==> src/rtl/tdc_uart_word_tx_pkg.sv <==
// Purpose: shared types and constants for the TDC word UART transmitter.
// Latency: n/a (declarations only).
// Backpressure: n/a.
// Build option TDC_UART_SYNC_BYTE_EN: prefixes every word with SYNC_BYTE (13 bytes per word).
package tdc_uart_pkg;

  typedef enum logic [2:0] {
    IDLE,
    ARM,
    LOAD,
    SEND,
    DONE
  } state_t;

  localparam int TDC_WORD_W = 90;
  localparam int PAD_W      = 96;
  localparam int NBYTES     = 12;

  localparam logic [7:0] SYNC_BYTE  = 8'hA5;
  localparam logic       UART_START = 1'b0;
  localparam logic       UART_STOP  = 1'b1;

`ifdef TDC_UART_SYNC_BYTE_EN
  // Byte slot 0 carries the sync byte, so data byte k rides in slot k+1.
  localparam int NB_TOTAL = NBYTES + 1;
  localparam int DATA_OFS = 1;
`else
  localparam int NB_TOTAL = NBYTES;
  localparam int DATA_OFS = 0;
`endif

  // Byte k of the padded word, counted from the most significant byte.
  function automatic logic [7:0] word_byte(input logic [PAD_W-1:0] w, input logic [3:0] k);
    logic [PAD_W-1:0] s;
    s = w << {k, 3'b000};
    return s[PAD_W-1 -: 8];
  endfunction

endpackage

==> src/rtl/tdc_uart_word_tx_if.sv <==
// Purpose: buffer-side handshake plus serial line of the TDC word UART transmitter.
// Latency: n/a (wiring only).
// Backpressure: UART_go is a level held until UART_done; one word in flight.
// Signals: UART_go (request), data_input (90-bit word), UART_done (pulse), tx (serial), busy.
// Modports: master = hit buffer / driver side, slave = transmitter side.
interface tdc_uart_word_tx_if;
  import tdc_uart_pkg::*;

  logic                  UART_go;
  logic [TDC_WORD_W-1:0] data_input;
  logic                  UART_done;
  logic                  tx;
  logic                  busy;

  modport master (
    output UART_go,
    output data_input,
    input  UART_done,
    input  tx,
    input  busy
  );

  modport slave (
    input  UART_go,
    input  data_input,
    output UART_done,
    output tx,
    output busy
  );

endinterface

==> src/rtl/tdc_uart_word_tx_byte.sv <==
// Purpose: 8N1 UART byte shifter with built-in baud counter.
// Latency: tx start bit appears the cycle after start; frame is 10*CLKS_PER_BIT cycles.
// Backpressure: start is taken only when idle or in the done cycle; otherwise ignored.
// Ports: clk, reset (sync, active-high), start, din[7:0] in; tx, busy, done out.
// done pulses in the last cycle of the stop bit so a start in that same cycle
// puts the next start bit directly behind this stop bit.
module uart_tx_byte
  import tdc_uart_pkg::*;
#(
  parameter int CLKS_PER_BIT = 868
) (
  input  logic       clk,
  input  logic       reset,
  input  logic       start,
  input  logic [7:0] din,
  output logic       tx,
  output logic       busy,
  output logic       done
);

  localparam logic [15:0] BAUD_LAST = 16'(CLKS_PER_BIT - 1);

  logic        busy_q, busy_d;
  logic        tx_q, tx_d;
  logic [15:0] baud_q, baud_d;
  logic [3:0]  bit_q, bit_d;   // 0 start, 1..8 data, 9 stop
  logic [7:0]  data_q, data_d;
  logic        bit_end;
  logic        frame_end;

  always_comb begin
    busy_d    = busy_q;
    tx_d      = tx_q;
    baud_d    = baud_q;
    bit_d     = bit_q;
    data_d    = data_q;
    bit_end   = busy_q && (baud_q == BAUD_LAST);
    frame_end = bit_end && (bit_q == 4'd9);

    if (bit_end) begin
      baud_d = '0;
      if (frame_end) begin
        busy_d = 1'b0;
        tx_d   = UART_STOP;   // idle line level equals stop level
        bit_d  = '0;
      end else begin
        bit_d = bit_q + 4'd1;
        if (bit_q == 4'd8) begin
          tx_d = UART_STOP;
        end else begin
          // LSB first: shift the next data bit out of the bottom
          tx_d   = data_q[0];
          data_d = {1'b0, data_q[7:1]};
        end
      end
    end else if (busy_q) begin
      baud_d = baud_q + 16'd1;
    end

    if (start && (!busy_q || frame_end)) begin
      busy_d = 1'b1;
      tx_d   = UART_START;
      baud_d = '0;
      bit_d  = '0;
      data_d = din;
    end
  end

  always_ff @(posedge clk) begin
    if (reset) begin
      busy_q <= 1'b0;
      tx_q   <= UART_STOP;
      baud_q <= '0;
      bit_q  <= '0;
      data_q <= '0;
    end else begin
      busy_q <= busy_d;
      tx_q   <= tx_d;
      baud_q <= baud_d;
      bit_q  <= bit_d;
      data_q <= data_d;
    end
  end

  assign tx   = tx_q;
  assign busy = busy_q;
  assign done = frame_end;

endmodule

==> src/rtl/tdc_uart_word_tx.sv <==
// Purpose: serialise one 90-bit TDC word as 12 UART bytes (MSB byte first) per UART_go/UART_done.
// Latency: UART_go rise to UART_done = 1 + CAP_DLY + 1 + 120*CLKS_PER_BIT cycles (130* with sync byte).
// Backpressure: one word in flight; new requests need a fresh UART_go rising edge while idle.
// Ports: clk, reset (sync, active-high); bus (slave modport: UART_go, data_input, UART_done, tx, busy).
// Build option TDC_UART_SYNC_BYTE_EN: send SYNC_BYTE ahead of byte 0 of every word.
module tdc_uart_word_tx
  import tdc_uart_pkg::*;
#(
  parameter int CLKS_PER_BIT = 868,
  parameter int CAP_DLY      = 2
) (
  input  logic                clk,
  input  logic                reset,
  tdc_uart_word_tx_if.slave   bus
);

  localparam logic [2:0] CAP_LAST = 3'(CAP_DLY - 1);
  localparam logic [3:0] LAST_IDX = 4'(NB_TOTAL - 1);
  localparam logic [3:0] OFS      = 4'(DATA_OFS);

  state_t           state_q, state_d;
  logic             go_q;
  logic [2:0]       cap_q, cap_d;
  logic [3:0]       idx_q, idx_d;
  logic [PAD_W-1:0] shreg_q, shreg_d;
  logic [PAD_W-1:0] pad_w;
  logic             start_go;
  logic             byte_start;
  logic [7:0]       byte_din;
  logic             byte_tx;
  logic             byte_busy;
  logic             byte_done;

  assign pad_w    = {{(PAD_W - TDC_WORD_W){1'b0}}, bus.data_input};
  assign start_go = bus.UART_go & ~go_q;

  always_comb begin
    state_d    = state_q;
    cap_d      = cap_q;
    idx_d      = idx_q;
    shreg_d    = shreg_q;
    byte_start = 1'b0;
    byte_din   = '0;

    case (state_q)
      IDLE: begin
        if (start_go) begin
          state_d = ARM;
          cap_d   = '0;
        end
      end
      // Wait out the buffer read latency before sampling data_input.
      ARM: begin
        if (cap_q == CAP_LAST) begin
          cap_d   = '0;
          state_d = LOAD;
        end else begin
          cap_d = cap_q + 3'd1;
        end
      end
      // Capture the word and launch the first byte straight from the input,
      // so its start bit begins in the first SEND cycle.
      LOAD: begin
        if (!byte_busy) begin
          shreg_d    = pad_w;
          idx_d      = '0;
          byte_start = 1'b1;
`ifdef TDC_UART_SYNC_BYTE_EN
          byte_din   = SYNC_BYTE;
`else
          byte_din   = word_byte(pad_w, 4'd0);
`endif
          state_d    = SEND;
        end
      end
      // idx_q is the slot currently on the line; chain the next one on done.
      SEND: begin
        if (byte_done) begin
          if (idx_q == LAST_IDX) begin
            state_d = DONE;
          end else begin
            idx_d      = idx_q + 4'd1;
            byte_start = 1'b1;
            byte_din   = word_byte(shreg_q, idx_q + 4'd1 - OFS);
          end
        end
      end
      DONE: begin
        state_d = IDLE;
      end
      default: begin
        state_d = IDLE;
      end
    endcase
  end

  always_ff @(posedge clk) begin
    if (reset) begin
      state_q <= IDLE;
      go_q    <= 1'b0;
      cap_q   <= '0;
      idx_q   <= '0;
      shreg_q <= '0;
    end else begin
      state_q <= state_d;
      go_q    <= bus.UART_go;
      cap_q   <= cap_d;
      idx_q   <= idx_d;
      shreg_q <= shreg_d;
    end
  end

  uart_tx_byte #(
    .CLKS_PER_BIT (CLKS_PER_BIT)
  ) u_byte (
    .clk   (clk),
    .reset (reset),
    .start (byte_start),
    .din   (byte_din),
    .tx    (byte_tx),
    .busy  (byte_busy),
    .done  (byte_done)
  );

  assign bus.tx        = byte_tx;
  assign bus.busy      = (state_q != IDLE);
  assign bus.UART_done = (state_q == DONE);

endmodule
==> src/flat_wrapper.sv <==
// flat-port wrapper written by rule: the top's interface ports become plain ports
module tdc_uart_word_tx_flat import tdc_uart_pkg::*;
#(
  parameter int CLKS_PER_BIT = 868,
  parameter int CAP_DLY      = 2
)
  (clk, reset, bus_UART_go, bus_data_input, bus_UART_done, bus_tx, bus_busy);
  tdc_uart_word_tx_if bus_i ();
  input  logic clk;
  input  logic reset;
  input wire logic [$bits(bus_i.UART_go)-1:0] bus_UART_go;
  input wire logic [$bits(bus_i.data_input)-1:0] bus_data_input;
  output wire logic [$bits(bus_i.UART_done)-1:0] bus_UART_done;
  output wire logic [$bits(bus_i.tx)-1:0] bus_tx;
  output wire logic [$bits(bus_i.busy)-1:0] bus_busy;
  assign bus_i.UART_go = bus_UART_go;
  assign bus_i.data_input = bus_data_input;
  assign bus_UART_done = bus_i.UART_done;
  assign bus_tx = bus_i.tx;
  assign bus_busy = bus_i.busy;
  tdc_uart_word_tx #(.CLKS_PER_BIT(CLKS_PER_BIT), .CAP_DLY(CAP_DLY)) u_core (.clk(clk), .reset(reset), .bus(bus_i));
endmodule
==> config.mk <==
export PLATFORM = sky130hd
export DESIGN_NAME = tdc_uart_word_tx_flat
export DESIGN_NICKNAME = d
export VERILOG_FILES = /design/src/rtl/tdc_uart_word_tx_pkg.sv /design/src/rtl/tdc_uart_word_tx_if.sv /design/src/rtl/tdc_uart_word_tx_byte.sv /design/src/rtl/tdc_uart_word_tx.sv /design/src/flat_wrapper.sv
export SDC_FILE = /design/constraint.sdc
export NUM_CORES = 1
export LEC_CHECK = 0
export ABC_AREA = 0
export CAP_MARGIN = 20
export CORE_UTILIZATION = 54
export DETAILED_ROUTE_END_ITERATION = 16
export PLACE_DENSITY_LB_ADDON = 0.2
export SYNTH_ARGS = -nofsm -noshare
export SYNTH_HDL_FRONTEND = slang
export SYNTH_HIERARCHICAL = 1
export SYNTH_SLANG_ARGS = --single-unit
==> constraint.sdc <==
create_clock -name clk -period 3.6 [get_ports clk]
set_clock_uncertainty 0.2 [all_clocks]
set_input_delay 0.36 -clock clk [delete_from_list [all_inputs] [get_ports clk]]
set_output_delay 0.36 -clock clk [all_outputs]
set_load 0.01 [all_outputs]
* After elaboration in Yosys (flattened, before gate mapping)
Cells that the tools add are included.
Widths: inputs -> output; s select.
** Cells by class
- Add/sub/neg operators :: 4
- $mul :: 0
- Divide/modulo/power cells :: 0
- Magnitude comparators :: 0
- Equality and inequality tests :: 17
- Shift-type cells :: 1
- Muxes and demuxes :: 33
- Bitwise logic cells :: 3
- Reductions and logical operators :: 19
** Operators with widths (number)
- $shl 90x7->96 :: 1
- $mux 8 :: 6
- $mux 3 :: 7
- $add 16x1->16 const B :: 1
- $eq 16x10->1 const B :: 1
- $mux 4 :: 4
- $pmux 8 s2 :: 1
- $eq 4x4->1 const B :: 3
- $pmux 3 s4 :: 1
- $mux 1 :: 10
- $ne 2x1->1 const B :: 5
- $add 4x1->4 const B :: 2
- $pmux 4 s2 :: 1
- $reduce_bool 2->1 :: 4
- $eq 3x1->1 const B :: 2
- $eq 3x2->1 const B :: 2
- $ne 2x2->1 const B :: 3
- $pmux 3 s2 :: 1
- $reduce_and 2->1 :: 3
- $reduce_and 5->1 :: 1
- $reduce_and 4->1 :: 1
- $add 3x1->3 const B :: 1
- $eq 3x3->1 const B :: 1
- $logic_and 1x1->1 :: 3
- 11 further kinds :: 12
** Word-level totals
- Flip-flop bits (word level) :: 131
- Bits in latches :: 0
- Bits in writable memories :: 0
- Bits in read-only memories :: 0
- Input bits :: 93
- Output and inout port bits :: 3
- Word-level logic and storage cells :: 87
- Memories kept :: 0

* Logic depth before layout (Yosys ltp)
- Depth in word-level cells :: 8
- Mapped depth :: 13
- Depth with buffers taken out :: 12

* By module
Netlist, hierarchy kept.
** By module, submodules not included
- tdc_uart_word_tx :: times used 1, cells an instance 521, area an instance 4564.4 µm², sequential area each 2021.9 µm²
- uart_tx_byte :: times used 1, cells an instance 168, area an instance 1448.9 µm², sequential area each 600.6 µm²

* Worst setup path after synthesis
Ideal clock, no wire load.
- Path type :: reg-to-reg
- From :: register u_core.u_byte.baud_q[0]
- To :: register u_core.u_byte.baud_q[9]
- Library setup time :: 0.115 ns
- Arrival :: 2.364 ns
- Required time :: 3.285 ns
- Setup slack :: 0.921 ns
- Stages on the path, launching flop included :: 14
- Path buffers :: 2
- Clock period less this slack :: 2.679 ns
- Path through :: dfxtp_1 > ha_1 > and4_4 > nand4_1 > nor2_1 > nand2_1 > o22a_1 > nor2_1 > inv_1 > nor2_1 > or3_1 > buf_2 > buf_6 > nor2_1
** On the way
- Word-level cells in the longest chain between the ends :: 7
- Elaborated cells on any way between the ends :: 9
- Classes of those cells :: add/sub: 1; eq/ne: 1; mux: 2; reduce/logical: 5
** RTL lines
- start: declaration :: line tdc_uart_word_tx_byte.sv:25 : logic [15:0] baud_q, baud_d;
- start signal: assignment :: line tdc_uart_word_tx_byte.sv:79 : baud_q <= baud_d;
- $eq 16x10->1 :: line tdc_uart_word_tx_byte.sv:37 : bit_end = busy_q && (baud_q == BAUD_LAST);
- $logic_and 1x1->1 :: line tdc_uart_word_tx_byte.sv:37
- $logic_and 1x1->1 :: line tdc_uart_word_tx_byte.sv:38 : frame_end = bit_end && (bit_q == 4'd9);
- via u_core.byte_done :: line tdc_uart_word_tx.sv:32 : logic byte_done;
- $mux 1 :: line tdc_uart_word_tx.sv:78 : if (byte_done) begin
- $pmux 1 s2 :: line tdc_uart_word_tx.sv:45 : case (state_q)
- via u_core.byte_start :: line tdc_uart_word_tx.sv:28 : logic byte_start;
- $logic_and 1x1->1 :: line tdc_uart_word_tx_byte.sv:60 : if (start && (!busy_q || frame_end)) begin
- $reduce_or 3->1 (no line)
The timed path passes the listed nets, and every way through them passes these cells.
A chain may end at the register's enable or synchronous reset.

* Final worst setup path
- From :: register u_core.u_byte.baud_q[0]
- To :: register u_core.u_byte.baud_q[15]
The elaborated chain is that of the path after synthesis.

==> metrics.md <==
| Metric | Value |
|---|---|
| Outcome | complete, no violations |
| Initial antenna violation count | 0 |
| CTS HTree Levels | 4 |
| Most Crowded Layer GR | met2 |
| Initial Utilization | 55.5% |
| Area contributors post-synth | dfxtp_1, nand2_1, a21oi_1 |
| Top post-synthesis cells by count | nand2_1, dfxtp_1, a21oi_1 |
| Synth unique cells | 54 |
| Leakage | 2.52 nW |
| Maximum buffer depth of the clock tree | 2 |
| Slew Limit Fails | 0 |
| Synthesized area | 6010 um2 |
| Worst-Margin Slew | 0.906 ns |
| Final antenna-violating net count | 0 |
| Final worst path period share | 84.0% |
| Core area | 10800 um2 |
| Hold-fix buffers, CTS | 0 |
| Crit-path max FO | 16 |
| Area Growth Syn to Fin | 24.4% |
| CP Capture Type | register |
| Die Ht | 108 um |
| Gr ovfl total | 0 |
| Total number of vias | 5201 |
| FF+latch count, synth | 131 |
| RSZ-0062 raised after global routing | no |
| Layout cells sized above 1 | 9.52% |
| Final nets | 862 |
| Avg Cell Area, Syn | 8.73 um2 |
| Total GRT Usage | 26.3% |
| Crit Path Class | register to register |
| Clock transition at the registers of the reported paths | 0.06 ns |
| Maxcap violations | 0 |
| Post-synth top flop | dfxtp_1 |
| Fmax achieved | 0.331 GHz |
| Starting DRT DRC Count | 466 |
| Initial DRT Pass Iterations | 7 |
| Pin count of the biggest net entering global routing | 92 |
| Die X | 108 um |
| Final Wtd Congestion | 0.799 |
| Synth Instances | 689 |
| WHS | 0.147 ns |
| Cell with the most instances after synthesis | nand2_1 |
| Ant. Diodes | 0 |
| Pwr Density | 486 nW/um2 |
| Max IR drop VDD | 449 uV |
| Met2 GRT Util | 44.7% |
| Final wirelength | 14400 um |
| Synth area leader | dfxtp_1 |
| CTS-repair resized insts | 0 |
| Worst path arrival time | 3.20 ns |
| Clock root cell | clkbuf_8 |
| Die footprint | 11600 um2 |
| GRT met3 Usage | 6.30% |
| Setup TNS | 0 ns |
| Crit path time final | 3.02 ns |
| R2R Setup Slk | 0.58 ns |
| Via density | 5.67 |
| PortBufs | 95 |
| Warnings, synthesis | 6 |
| Final setup violation count | 0 |
| Min-Delay Path Class | input pin to register |
| Post-CTS Setup Bufs | 0 |
| DRC viols | 0 |
| CTS Buf Count | 17 |
| Final hold violation count | 0 |
| Routed wire length per instance | 15.7 um |
| CTS tree | built |
| DP HPWL | 9620 um |
| Worst path required time | 3.78 ns |
| Post-synth EDFFs | 0 |
| First-pass GRT wire length | 23500 um |
| Slew HR | 39.6% |
| Worst skew pair latency | 0.52 ns |
| Post-synth top area share | 43.6% |
| Met1 Use GR | 32.3% |
| CP startpoint kind | register |
| Vias in the first global route | 4957 |
| Ys async rst share | 0% |
| Clock sink total | 131 |
| FP Rows | 38 |
| Register area share after synthesis | 43.6% |
| Num ports | 96 |
| FILL cells | 841 |
| Syn nets | 787 |
stage by stage:
step                      worst slack (ns)  utilization (%)  instances  power (W)  instance area [um2]
after global routing                 0.342             69.0        917    0.00376                 7480
after floorplan                      0.921                -        689    0.00171                 6010
after global placement               0.833             63.1        885    0.00183                 6850
after CTS                            0.584             69.0        917    0.00365                 7480
final                                0.577             69.0        917    0.00364                 7480
after detailed placement             0.674             63.1        885    0.00184                 6850
metal layers:
layer  wire, um  part of all wire [%]
met5          0                     0
met4        260                   1.8
met3        786                   5.5
met2       7180                    50
met1       6160                    43
registers in the layout, indices dropped and copies added, names as in the netlist:
name	count
u_core/u_byte/busy	1
u_core/go_q	1
u_core/u_byte/bit_q	4
u_core/u_byte/tx	1
u_core/u_byte/baud_q	16
u_core/cap_q	3
u_core/state_q	3
u_core/shreg_q	90
u_core/idx_q	4
u_core/u_byte/data_q	8
layout make-up:
cell class | instances | area (um2) | share of cell area (%)
well taps | 140 | 175 | 2.34
repair buffers | 106 | 1030 | 13.8
clock inverters | 11 | 174 | 2.33
multi-input cells | 503 | 3000 | 40.1
clock buffers | 21 | 459 | 6.14
flip-flops and latches | 131 | 2620 | 35.1
inverters | 5 | 18.8 | 0.251
layout by cell type (no fill, tap or decap), drive strengths merged, types with 2 or more instances in the layout:
| cell type | instances |
|---|---|
| a211oi | 5 |
| a21oi | 101 |
| a221o | 2 |
| a311oi | 8 |
| a31oi | 9 |
| a32o | 6 |
| and2 | 4 |
| and3 | 3 |
| and4 | 3 |
| buf | 12 |
| bufinv | 4 |
| clkbuf | 21 |
| clkdlybuf4s50 | 94 |
| clkinv | 2 |
| clkinvlp | 3 |
| dfxtp | 131 |
| ha | 5 |
| inv | 7 |
| mux2 | 4 |
| mux2i | 7 |
| mux4 | 18 |
| nand2 | 208 |
| nand2b | 10 |
| nand3 | 10 |
| nand4 | 6 |
| nor2 | 33 |
| nor2b | 5 |
| nor3 | 5 |
| nor3b | 2 |
| nor4 | 5 |
| nor4b | 3 |
| nor4bb | 2 |
| o21ai | 9 |
| or3 | 4 |
| xnor2 | 6 |
| xor2 | 11 |
final timing paths:
path | start | to | cells past startpoint
min | reset | u_core/cap_q[0] | 2
min reg2reg | u_core/shreg_q[17] | u_core/shreg_q[17] | 2
max reg2reg | u_core/u_byte/baud_q[0] | u_core/u_byte/baud_q[15] | 11
max | u_core/u_byte/baud_q[0] | u_core/u_byte/baud_q[15] | 11
critical path: stages, from the launching register on:
cell and delay (ns):
dfxtp_1 0.39, ha_1 0.21, and4_4 0.25, nand4_1 0.16, nor2_1 0.24, nand2_1 0.14, o22a_1 0.23, nor2_1 0.13
inv_1 0.07, nor2_1 0.24, or3_1 0.49, nor2_1 0.12
power breakdown:
group | switching (W) | internal (W) | total [W]
Sequential | 0.0000301 | 0.00149 | 0.00152
Combinational | 0.000133 | 0.000154 | 0.000287
Clock | 0.000641 | 0.00118 | 0.00183
cells by family (layout without fill, tap and decap cells):
kind of cell | Yosys count | in the layout | synth area share (%)
XOR/XNOR | 17 | 17 | 2.48
AO/OA/AOI/OAI | 145 | 145 | 14.3
AND/OR/NAND/NOR | 307 | 307 | 22.8
buffers and inverters | 55 | 143 | 6.74
adder cells (fa/ha/maj) | 5 | 5 | 1.04
flip-flops | 131 | 131 | 43.6
multiplexers | 29 | 29 | 9.09
Power figures use the tool's default switching activity.
